$ cat src/rtl/memory_accessor_pkg.sv
// memory_accessor_pkg: packet layout, widths, FSM states and token helpers for memory_accessor
package memory_accessor_pkg;

   localparam int DEST_WIDTH       = 8;
   localparam int DATA_TOKEN_WIDTH = DEST_WIDTH + 32;
   localparam int COUNT_WIDTH      = 16;
   localparam int PACKET_WIDTH     = DEST_WIDTH + 1 + 32 + 32;

   localparam logic [3:0] OPCODE_MA   = 4'h3;
   localparam logic       MA_OP_LOAD  = 1'b0;
   localparam logic       MA_OP_STORE = 1'b1;

   // The opmode tag is stripped by the router, so only MA fields reach this block
   typedef struct packed {
      logic [DEST_WIDTH-1:0] dest;
      logic                  ma_op;
      logic [31:0]           ma_addr;
      logic [31:0]           ma_data;
   } packet_t;

   typedef enum logic [1:0] {
      S_RECEIVE,
      S_MEM_SEND,
      S_MEM_RECEIVE,
      S_SEND
   } state_e;

   // ma_addr is a word index; the byte address wraps modulo 2^32
   function automatic logic [31:0] ma_byte_addr(input logic [31:0] base, input logic [31:0] idx);
      return base + (idx << 2);
   endfunction

   function automatic logic [DATA_TOKEN_WIDTH-1:0] make_data_token(input logic [DEST_WIDTH-1:0] dest,
                                                                   input logic [31:0] data);
      return {dest, data};
   endfunction

endpackage

$ cat src/rtl/memory_accessor.sv
// memory_accessor: runs one data-memory load or store per MA packet and emits one result token
module memory_accessor
   import memory_accessor_pkg::*;
#(
   parameter int OP_COUNT_WIDTH = COUNT_WIDTH
) (
   input  logic                        clk_i,
   input  logic                        rst_ni,
   input  logic [31:0]                 dmaddr_i,
   input  logic                        receive_pc_valid_i,
   input  logic [PACKET_WIDTH-1:0]     receive_pc_data_i,
   output logic                        receive_pc_ready_o,
   output logic                        mem_send_addr_valid_o,
   output logic [31:0]                 mem_send_addr_o,
   output logic                        mem_send_data_valid_o,
   output logic [31:0]                 mem_send_data_o,
   input  logic                        mem_send_ready_i,
   input  logic                        mem_receive_valid_i,
   input  logic [31:0]                 mem_receive_data_i,
   output logic                        mem_receive_ready_o,
   output logic                        send_dt_valid_o,
   output logic [DATA_TOKEN_WIDTH-1:0] send_dt_data_o,
   input  logic                        send_dt_ready_i,
   output logic [OP_COUNT_WIDTH-1:0]   op_count_o
);

   state_e                    state_q;
   packet_t                   pkt_d;
   logic [31:0]               addr_d;
   logic                      pc_ready_q;
   logic                      addr_valid_q;
   logic                      data_valid_q;
   logic                      dt_valid_q;
   logic                      store_q;
   logic [31:0]               addr_q;
   logic [31:0]               wdata_q;
   logic [DEST_WIDTH-1:0]     dest_q;
   logic [31:0]               result_q;
   logic [OP_COUNT_WIDTH-1:0] op_count_q;

   // Decode the incoming packet and form its byte address against the current base
   always_comb begin
      pkt_d  = packet_t'(receive_pc_data_i);
      addr_d = ma_byte_addr(dmaddr_i, pkt_d.ma_addr);
   end

   // One-packet-at-a-time FSM; every handshake output is registered on its transition edge
   always_ff @(posedge clk_i or negedge rst_ni) begin
      if (!rst_ni) begin
         state_q      <= S_RECEIVE;
         pc_ready_q   <= 1'b0;
         addr_valid_q <= 1'b0;
         data_valid_q <= 1'b0;
         dt_valid_q   <= 1'b0;
         store_q      <= 1'b0;
         addr_q       <= '0;
         wdata_q      <= '0;
         dest_q       <= '0;
         result_q     <= '0;
         op_count_q   <= '0;
      end else begin
         case (state_q)
            S_RECEIVE: begin
               pc_ready_q <= 1'b1;
               if (pc_ready_q && receive_pc_valid_i) begin
                  pc_ready_q   <= 1'b0;
                  store_q      <= pkt_d.ma_op == MA_OP_STORE;
                  addr_q       <= addr_d;
                  wdata_q      <= pkt_d.ma_data;
                  dest_q       <= pkt_d.dest;
                  addr_valid_q <= 1'b1;
                  data_valid_q <= pkt_d.ma_op == MA_OP_STORE;
                  state_q      <= S_MEM_SEND;
               end
            end
            S_MEM_SEND: begin
               if (mem_send_ready_i) begin
                  addr_valid_q <= 1'b0;
                  data_valid_q <= 1'b0;
                  if (store_q) begin
                     result_q   <= wdata_q;
                     dt_valid_q <= 1'b1;
                     state_q    <= S_SEND;
                  end else begin
                     state_q    <= S_MEM_RECEIVE;
                  end
               end
            end
            S_MEM_RECEIVE: begin
               if (mem_receive_valid_i) begin
                  result_q   <= mem_receive_data_i;
                  dt_valid_q <= 1'b1;
                  state_q    <= S_SEND;
               end
            end
            S_SEND: begin
               if (send_dt_ready_i) begin
                  dt_valid_q <= 1'b0;
                  op_count_q <= op_count_q + 1'b1;
                  pc_ready_q <= 1'b1;
                  state_q    <= S_RECEIVE;
               end
            end
            default: state_q <= S_RECEIVE;
         endcase
      end
   end

   assign receive_pc_ready_o    = pc_ready_q;
   assign mem_send_addr_valid_o = addr_valid_q;
   assign mem_send_addr_o       = addr_q;
   assign mem_send_data_valid_o = data_valid_q;
   assign mem_send_data_o       = wdata_q;
   assign mem_receive_ready_o   = state_q == S_MEM_RECEIVE;
   assign send_dt_valid_o       = dt_valid_q;
   assign send_dt_data_o        = make_data_token(dest_q, result_q);
   assign op_count_o            = op_count_q;

endmodule

$ cat config.mk
export PLATFORM = sky130hd
export DESIGN_NAME = memory_accessor
export DESIGN_NICKNAME = d
export VERILOG_FILES = /design/src/rtl/memory_accessor_pkg.sv /design/src/rtl/memory_accessor.sv
export SDC_FILE = /design/constraint.sdc
export NUM_CORES = 1
export LEC_CHECK = 0
export BUFFER_PORTS_ARGS = -buffer_cell sky130_fd_sc_hd__buf_2
export CAP_MARGIN = 0
export CORE_UTILIZATION = 53
export CTS_CLUSTER_SIZE = 16
export DETAILED_ROUTE_END_ITERATION = 8
export PLACE_DENSITY_LB_ADDON = 0.1
export SETUP_SLACK_MARGIN = 0.1
export SYNTH_ARGS = -nofsm -noshare
export SYNTH_HDL_FRONTEND = slang
export SYNTH_SLANG_ARGS = --single-unit
$ cat constraint.sdc
create_clock -name clk_i -period 3.4 [get_ports clk_i]
set_input_delay 0.17 -clock clk_i [delete_from_list [all_inputs] [get_ports clk_i]]
set_output_delay 0.17 -clock clk_i [all_outputs]
set_load 0.01 [all_outputs]
==> results.yml, run 1 <==
global_route:
  grtUsageTotal: 0.287
  grt_max_degree: 69
  grt_pass1_vias: 6061
  grt_pass1_wl_um: 29600
  antenna_found_initial: 1
  overflow: 0
synth:
  syn_nets: 952
  ys_seq_area_frac: 0.461
  async_flop_share: 1.00
  synth_top_area_frac: 0.461
  synth_cells: 774
  syn_area_per_cell_um2: 8.90
  ys.warnings.count: 0
  synth.area.top_cells: "dfrtp_1, nand2_1, ha_1, mux2i_1, a21oi_1"
  synth-edff-count: 0
  ys_seq_elements: 127
  synthFlopType: "dfrtp_1"
  netlist.top_cell.by_area: "dfrtp_1"
  ys_types: 53
  synth_area_um2: 6890
final_layout:
  drive_above_1_share: 0.289
  fin_util: 0.748
  fin_cells: 1257
  areaGrowthSynthToFinish_pct: 37.0
  fin_nets: 1249
  layout_common_cells: "buf_2, nand2_1, dfrtp_1, a21oi_1, nor2_1"
  final_common_cell: "buf_2"
  fin_area_um2: 9440
clock_network:
  cts_tree: "built"
  cts_resized: 0
  cts_buffers: 17
  cts-root-buf: "clkbuf_16"
  clock_latency_ps: 410
  h-tree-depth: 4
  cts_setup_buffers: 0
  clkTransAtPathRegs_ps: 60
  clk_path_buf_depth: 2
  cts_hold_buf: 44
  clock_sinks: 127
timing:
  fin_crit_ps: 2310
  worst_clock_skew_ps: 7.87
  relSlewSlack: 0.434
  tns_ps: 0
  fmax_ghz: 0.432
  slew_violations: 0
  rsz0062_at_grt: "no"
  worstMarginPinSlew_ps: 850
  hold_ws_ps: 62.1
  finalHoldViolCount: 0
  setup_viol_count_final: 0
  fin_crit_sh: 0.681
routing:
  detail_route.wl_per_cell_um: 15.2
  ant_nets: 0
  wl_um: 19200
  firstDrtPassIters: 6
  vias: 6686
  drt-initial-drc-count: 443
  drc: 0
  vias_per_cell: 5.32
min_path:
  worstHoldEndpoint: "mem_send_addr_o[2]"
  worstHoldPathType: "input port to flop"
  min_from: "receive_pc_data_i[32]"
  min_path_cells: 4
setup_path:
  r2r_start: "state_q[0]"
  cp_data_required_time_ps: 3730
  cp_data_arrival_time_ps: 2640
  endpoint_kind: "flop"
  crit_type: "flop to flop"
  rr_worst_depth: 7
  reg2reg_slack_ps: 1090
  crit_fanout: 64
  r2r-end: "result_q[26]"
  start_kind: "flop"
floorplan:
  rows: 41
  die_y_um: 116
  num_io_pins: 268
  start_util: 0.546
  coreArea_um2: 12600
  die_area_um2: 13500
  dieWidth_um: 116
place:
  gp_congestion: 0.866
  dpl-instance-area_um2: 8360
  place_inst: 1180
  portBuffers: 265
  dpl.hpwl_um: 13200
power_and_ir_drop:
  irDropWorstVdd_uv: 336
  power_leakage_nw: 4.90
  powerDensity_nw_per_um2: 796
run:
  drv_cap: 0
status:
  status: "complete, no violations"
==> report_power, final <==
group | internal, mW | total (mW) | switching (mW)
registers | 2.18 | 2.59 | 0.413
clock network | 1.28 | 1.93 | 0.644
logic | 1.24 | 3.00 | 1.76
total | 4.70 | 7.51 | 2.81
==> worst max path at each step <==
stage,from,endpoint,slack [ps],cells after the start
finish,state_q[0],result_q[26],1090,7
detailed placement,dmaddr_i[15],mem_send_addr_o[30],920,9
global route,state_q[0],result_q[7],940,7
CTS,state_q[0],mem_send_data_o[9],1090,6
floorplan,dmaddr_i[18],mem_send_addr_o[30],1240,9
global placement,dmaddr_i[15],mem_send_addr_o[30],930,9
==> final cells by class <==
cell class	instances	area, µm²
diodes	1	2.50
clock buffers	22	474
clock inverters	10	159
fillers	971	3180
inverters	15	56.3
multi-input cells	594	3530
flip-flops and latches	127	3180
well taps	172	215
repair buffers	316	1820
==> worst max-delay path, cell delays in order (launching register included) <==
cell	delay (ps)
dfrtp_1	390
inv_1	140
ha_2	570
nand2b_1	180
a21oi_4	140
buf_4	510
nor2_1	110
a21oi_1	160
==> flip-flops by register name (all words and copies together) (netlist names) <==
signal                 count
mem_send_addr_o           32
mem_send_data_o           32
result_q                  32
op_count_o                16
dest_q                     8
state_q                    2
mem_send_addr_valid_o      1
mem_send_data_valid_o      1
receive_pc_ready_o         1
send_dt_valid_o            1
store_q                    1
==> cell usage after synthesis, types with 5 or more instances <==
master,instances
xnor2_1,19
nand4_1,7
xor2_1,17
a21oi_1,68
ha_1,34
nand2_1,187
nor2_1,57
dfrtp_1,127
nand3_1,21
o21ai_0,43
clkbuf_1,30
nor3_1,10
nor2b_1,6
inv_1,15
o21a_1,5
mux2i_1,35
a21o_1,19
and3_1,6
==> routing by layer <==
layer | up-vias | global-route usage | part of all wire
met5 | - | 0 | 0
met4 | 0 | 0.150 | 0.038
met3 | 51 | 0.0560 | 0.060
met2 | 287 | 0.489 | 0.49
met1 | 3087 | 0.345 | 0.41
li1 | 3261 | - | -
==> cell families after synthesis <==
kind of cell | share of synthesized area
muxes | 0.0525
adders and majority gates | 0.0647
DFF | 0.461
and+or+nand+nor | 0.194
AOI/OAI and AO/OA | 0.152
xor gates and xnor gates | 0.0458
buffers and inverters | 0.0300
==> through the flow <==
stage	setup WS (ps)	total power, mW
floorplan	1240	4.35
global placement	932	5.46
detailed placement	917	5.53
CTS	1090	7.52
global route	939	8.04
finish	1090	7.51
(Power assumes the default switching activity.)
==> run 2: changes to the inputs <==
- ABC_AREA: unset -> 1
- CORE_UTILIZATION: 53 -> 46
- clock period: 3.4 -> 1.98 ns (I/O delays scaled with it)
==> results.yml, run 2 <==
status:
  status: "complete, no violations"
final_layout:
  layout_common_cells: "nand2_1, buf_2, dfrtp_1, inv_1, nor2_1"
  areaGrowthSynthToFinish_pct: 40.8
  final_common_cell: "nand2_1"
  antenna_cells: 0
  fin_cells: 1592
  drive_above_1_share: 0.239
  fin_nets: 1548
  fill_cells: 1393
  fin_area_um2: 10400
  fin_util: 0.673
power_and_ir_drop:
  irDropWorstVdd_uv: 732
  power_frac_seq: 0.339
  intPower_mw: 7.85
  combPwrFrac: 0.435
  switching_share: 0.405
  power_leakage_nw: 5.84
  p_clk_frac: 0.226
  powerDensity_nw_per_um2: 1270
  switchingPower_mw: 5.34
setup_path:
  rr_worst_depth: 8
  endpoint_kind: "flop"
  start_kind: "flop"
  cp_data_required_time_ps: 2260
  r2r_start: "state_q[0]"
  reg2reg_slack_ps: 240
  r2r-end: "result_q[24]"
  crit_fanout: 22
  cp_data_arrival_time_ps: 2020
  startpoint: "state_q[0]"
  crit_type: "flop to flop"
global_route:
  grt_pass1_vias: 7086
  grtUsageTotal: 0.269
  grt_max_degree: 62
  antenna_found_initial: 0
  busiest_layer: "met2"
  grtUsageMet3: 0.0524
  grt_pass1_wl_um: 34200
  overflow: 0
  grt_use_met2: 0.467
  grt_use_met1: 0.317
timing:
  fin_crit_ps: 1740
  slew_violations: 0
  worstMarginPinSlew_ps: 417
  setup_viol_count_final: 0
  hold_ws_ps: 48.0
  worst_clock_skew_ps: 14.9
  finalHoldViolCount: 0
  relSlewSlack: 0.722
  fin_crit_sh: 0.879
  rsz0062_at_grt: "no"
  fin_ws_ps: 240
  fmax_ghz: 0.575
routing:
  detail_route.wl_per_cell_um: 13.6
  wl_um: 21600
  ant_nets: 0
  vias: 7671
  drt-initial-drc-count: 408
  firstDrtPassIters: 6
  vias_per_cell: 4.82
  drc: 0
floorplan:
  rows: 45
  coreArea_um2: 15400
  num_io_pins: 268
  dieWidth_um: 129
  die_y_um: 129
  die_area_um2: 16500
  start_util: 0.478
place:
  dpl.hpwl_um: 15600
  dpl-instance-area_um2: 9030
  place_inst: 1484
  pre_cts_ws_ps: -11.3
  portBuffers: 265
  gp_congestion: 0.918
synth:
  ys_types: 37
  netlist.top_cell.by_area: "dfrtp_1"
  synth.area.top_cells: "dfrtp_1, nand2_1, ha_1, inv_1, nor2_1"
  synth_area_um2: 7380
  syn_nets: 1199
  async_flop_share: 1.00
  syn_area_per_cell_um2: 7.23
  synth_top_area_frac: 0.431
  ys_seq_area_frac: 0.431
  ys_seq_elements: 127
  synth_cells: 1021
  synth-edff-count: 0
  synth.most_common_cell: "nand2_1"
  synthFlopType: "dfrtp_1"
  ys.warnings.count: 0
  synth_common_cells: "nand2_1, dfrtp_1, inv_1"
clock_network:
  clock_sinks: 127
  clk_path_buf_depth: 2
  h-tree-depth: 4
  cts_setup_buffers: 0
  cts-root-buf: "clkbuf_16"
  clkTransAtPathRegs_ps: 60
  cts_buffers: 17
  clock_latency_ps: 420
  cts_tree: "built"
run:
  drv_cap: 0
min_path:
  min_from: "send_dt_ready_i"
  min_path_cells: 4
  worstHoldEndpoint: "op_count_o[1]"
  worstHoldPathType: "input port to flop"
==> run 2: cell families after synthesis <==
family / Yosys count / synth area share
compound gates: 87 / 0.0697
xor+xnor: 28 / 0.0332
buf+inv: 139 / 0.0724
simple gates: 605 / 0.333
flops: 127 / 0.431
fa+ha+maj: 35 / 0.0604
==> run 2: area by class of cell <==
type                            count  area (µm²)  share of cell area
Multi-Input combinational cell    755        3670               0.353
Sequential cell                   127        3180               0.306
Timing Repair Buffer              358        2280               0.220
Clock buffer                       17         425              0.0410
Inverter                          111         419              0.0404
Tap cell                          211         264              0.0254
Clock inverter                     13         143              0.0137
==> run 2: power groups by stage <==
stage	clock, mW	sequential (mW)	combinational [mW]
after global placement	0	4.45	5.48
final	2.99	4.47	5.73
after global routing	3.16	4.60	6.43
after detailed placement	0	4.49	5.57
after CTS	3.05	4.46	5.71
after floorplan	0	4.96	2.80
==> run 2: worst max-delay path: stages (launching register included) <==
cell and delay [ps]:
dfrtp_1 400, inv_1 130, ha_1 250, inv_2 60
o22ai_2 240, a21oi_4 70, buf_4 220, nor2_1 170
a31oi_1 70
==> run 2: per-layer routing <==
metal  vias to the layer above  wire, µm
met4                         0       778
met3                        48      1200
met5                         -         0
met2                       263     10500
met1                      3459      9090
li1                       3901         -
==> run 2: worst max path at each step <==
stage,to,cells after the start
finish,result_q[24],8
global route,result_q[24],8
CTS,mem_receive_ready_o,4
detailed placement,mem_send_addr_o[30],14
global placement,mem_send_addr_o[30],14
floorplan,result_q[10],9
==> run 2: what timing repair did <==
action / in CTS / in global routing
gates resized for setup: 0 / 2
endpoints found under the hold margin: 138 / 0
endpoints found under the setup margin: 0 / 9
hold buffers: 78 / 0
==> run 2: per-stage QoR <==
step | power (mW) | setup TNS [ps]
CTS | 13.2 | 0
detailed placement | 10.1 | -11.3
global route | 14.2 | 0
floorplan | 7.76 | 0
global placement | 9.93 | 0
finish | 13.2 | 0
==> run 3: changes to the inputs <==
- MAX_ROUTING_LAYER: unset -> met4
- clock period: 1.98 -> 1.4 ns (I/O delays scaled with it)
==> results.yml, run 3 (synthesis gave the netlist of run 2 again) <==
status:
  status: "finished, violations left"
  violations: "negative setup slack"
timing:
  fmax_ghz: 0.568
  rsz0062_at_grt: "yes"
  setup_viol_count_final: 122
  fin_ws_ps: -360
  finalHoldViolCount: 0
  fin_crit_sh: 1.26
  hold_ws_ps: 109
  slew_violations: 0
  fin_crit_ps: 1760
  worstMarginPinSlew_ps: 390
  relSlewSlack: 0.740
  worst_clock_skew_ps: 11.4
power_and_ir_drop:
  total_power_mw: 24.4
  power_leakage_nw: 6.74
  irDropWorstVdd_uv: 1170
  p_clk_frac: 0.191
  combPwrFrac: 0.529
  switching_share: 0.424
  switchingPower_mw: 10.4
  powerDensity_nw_per_um2: 1970
  power_frac_seq: 0.280
  intPower_mw: 14.1
place:
  dpl-instance-area_um2: 9670
  dpl.hpwl_um: 16900
  place_inst: 1551
  pre_cts_ws_ps: -257
  portBuffers: 265
  gp_congestion: 0.955
floorplan:
  start_util: 0.478
  die_area_um2: 16500
  num_io_pins: 268
  die_y_um: 129
  rows: 45
  dieWidth_um: 129
  coreArea_um2: 15400
clock_network:
  clkTransAtPathRegs_ps: 60
  h-tree-depth: 4
  cts-root-buf: "clkbuf_16"
  clock_latency_ps: 420
  cts_tree: "built"
  clk_path_buf_depth: 2
  clock_sinks: 127
  cts_buffers: 17
global_route:
  grt_pass1_wl_um: 40400
  overflow: 0
  antenna_found_initial: 0
  grt_max_degree: 41
  grtUsageTotal: 0.325
  grt_pass1_vias: 8180
setup_path:
  crit_type: "flop to flop"
  cp_data_required_time_ps: 1710
  rr_worst_depth: 9
  reg2reg_slack_ps: -360
  start_kind: "flop"
  cp_data_arrival_time_ps: 2070
  crit_fanout: 6
  endpoint_kind: "flop"
routing:
  vias_per_cell: 5.33
  vias: 9108
  wl_um: 30300
  ant_nets: 0
  drc: 0
  firstDrtPassIters: 7
  detail_route.wl_per_cell_um: 17.7
  drt-initial-drc-count: 724
final_layout:
  areaGrowthSynthToFinish_pct: 68.5
  fin_cells: 1709
  layout_common_cells: "nand2_1, buf_2, dfrtp_1, inv_1, buf_4"
  fin_nets: 1662
  final_common_cell: "nand2_1"
  fin_area_um2: 12400
  drive_above_1_share: 0.394
run:
  drv_cap: 0
min_path:
  worstHoldPathType: "input port to asynchronous set/reset pin"
==> run 3: power groups by stage <==
stage | clock network, mW | registers (mW) | logic [mW]
2_1_floorplan | 0 | 7.03 | 4.23
3_3_place_gp | 0 | 6.32 | 8.41
3_5_place_dp | 0 | 6.37 | 8.56
4_1_cts | 4.67 | 6.32 | 10.2
5_1_grt | 4.88 | 6.94 | 13.8
6_report | 4.68 | 6.83 | 12.9
==> run 3: what timing repair did <==
item / CTS / global route
hold buffers: 78 / 0
gates cloned: 9 / 11
pin swaps: 11 / 38
gates resized for setup: 47 / 176
buffers inserted: 18 / 18
hold endpoints to repair: 205 / 0
endpoints found under the setup margin: 123 / 125
==> run 3: layer usage <==
metal  global-route usage  vias up  share of wire
li1                     -     4143              -
met1                0.360     4178           0.36
met2                0.552      632           0.49
met3               0.0640      155          0.093
met4                0.173        0          0.054
met5                    -        -              0
==> run 3: worst max-delay path, stage by stage (launching register included) <==
cell     delay, ps
dfrtp_1        420
buf_6          140
ha_4           180
inv_4           60
o22ai_4         80
a21oi_4        170
buf_12         170
buf_12         140
nor2_2          50
a31oi_1        240
==> run 3: layout make-up <==
class                   count  area (µm²)
multi-input cells         755        4310
fillers                   965        3000
clock inverters            14         179
flip-flops and latches    127        3180
well taps                 211         264
clock buffers              18         439
repair buffers            472        3620
diodes                      1        2.50
inverters                 111         438
==> run 3: stage by stage <==
step | setup TNS [ps] | utilization
2_1_floorplan | -11140 | -
3_3_place_gp | -11450 | 0.627
3_5_place_dp | -13390 | 0.627
4_1_cts | -18500 | 0.754
5_1_grt | -34350 | 0.806
6_report | -26850 | 0.806
==> run 3: worst paths after layout <==
check                                      start                  end
max                                   state_q[1]          result_q[9]
min                                       rst_ni       op_count_o[12]
max reg2reg                           state_q[1]          result_q[9]
min reg2reg                            dest_q[3]            dest_q[3]
max in group asynchronous                 rst_ni  mem_send_data_o[29]
min in group clk_i         receive_pc_data_i[59]  mem_send_addr_o[29]
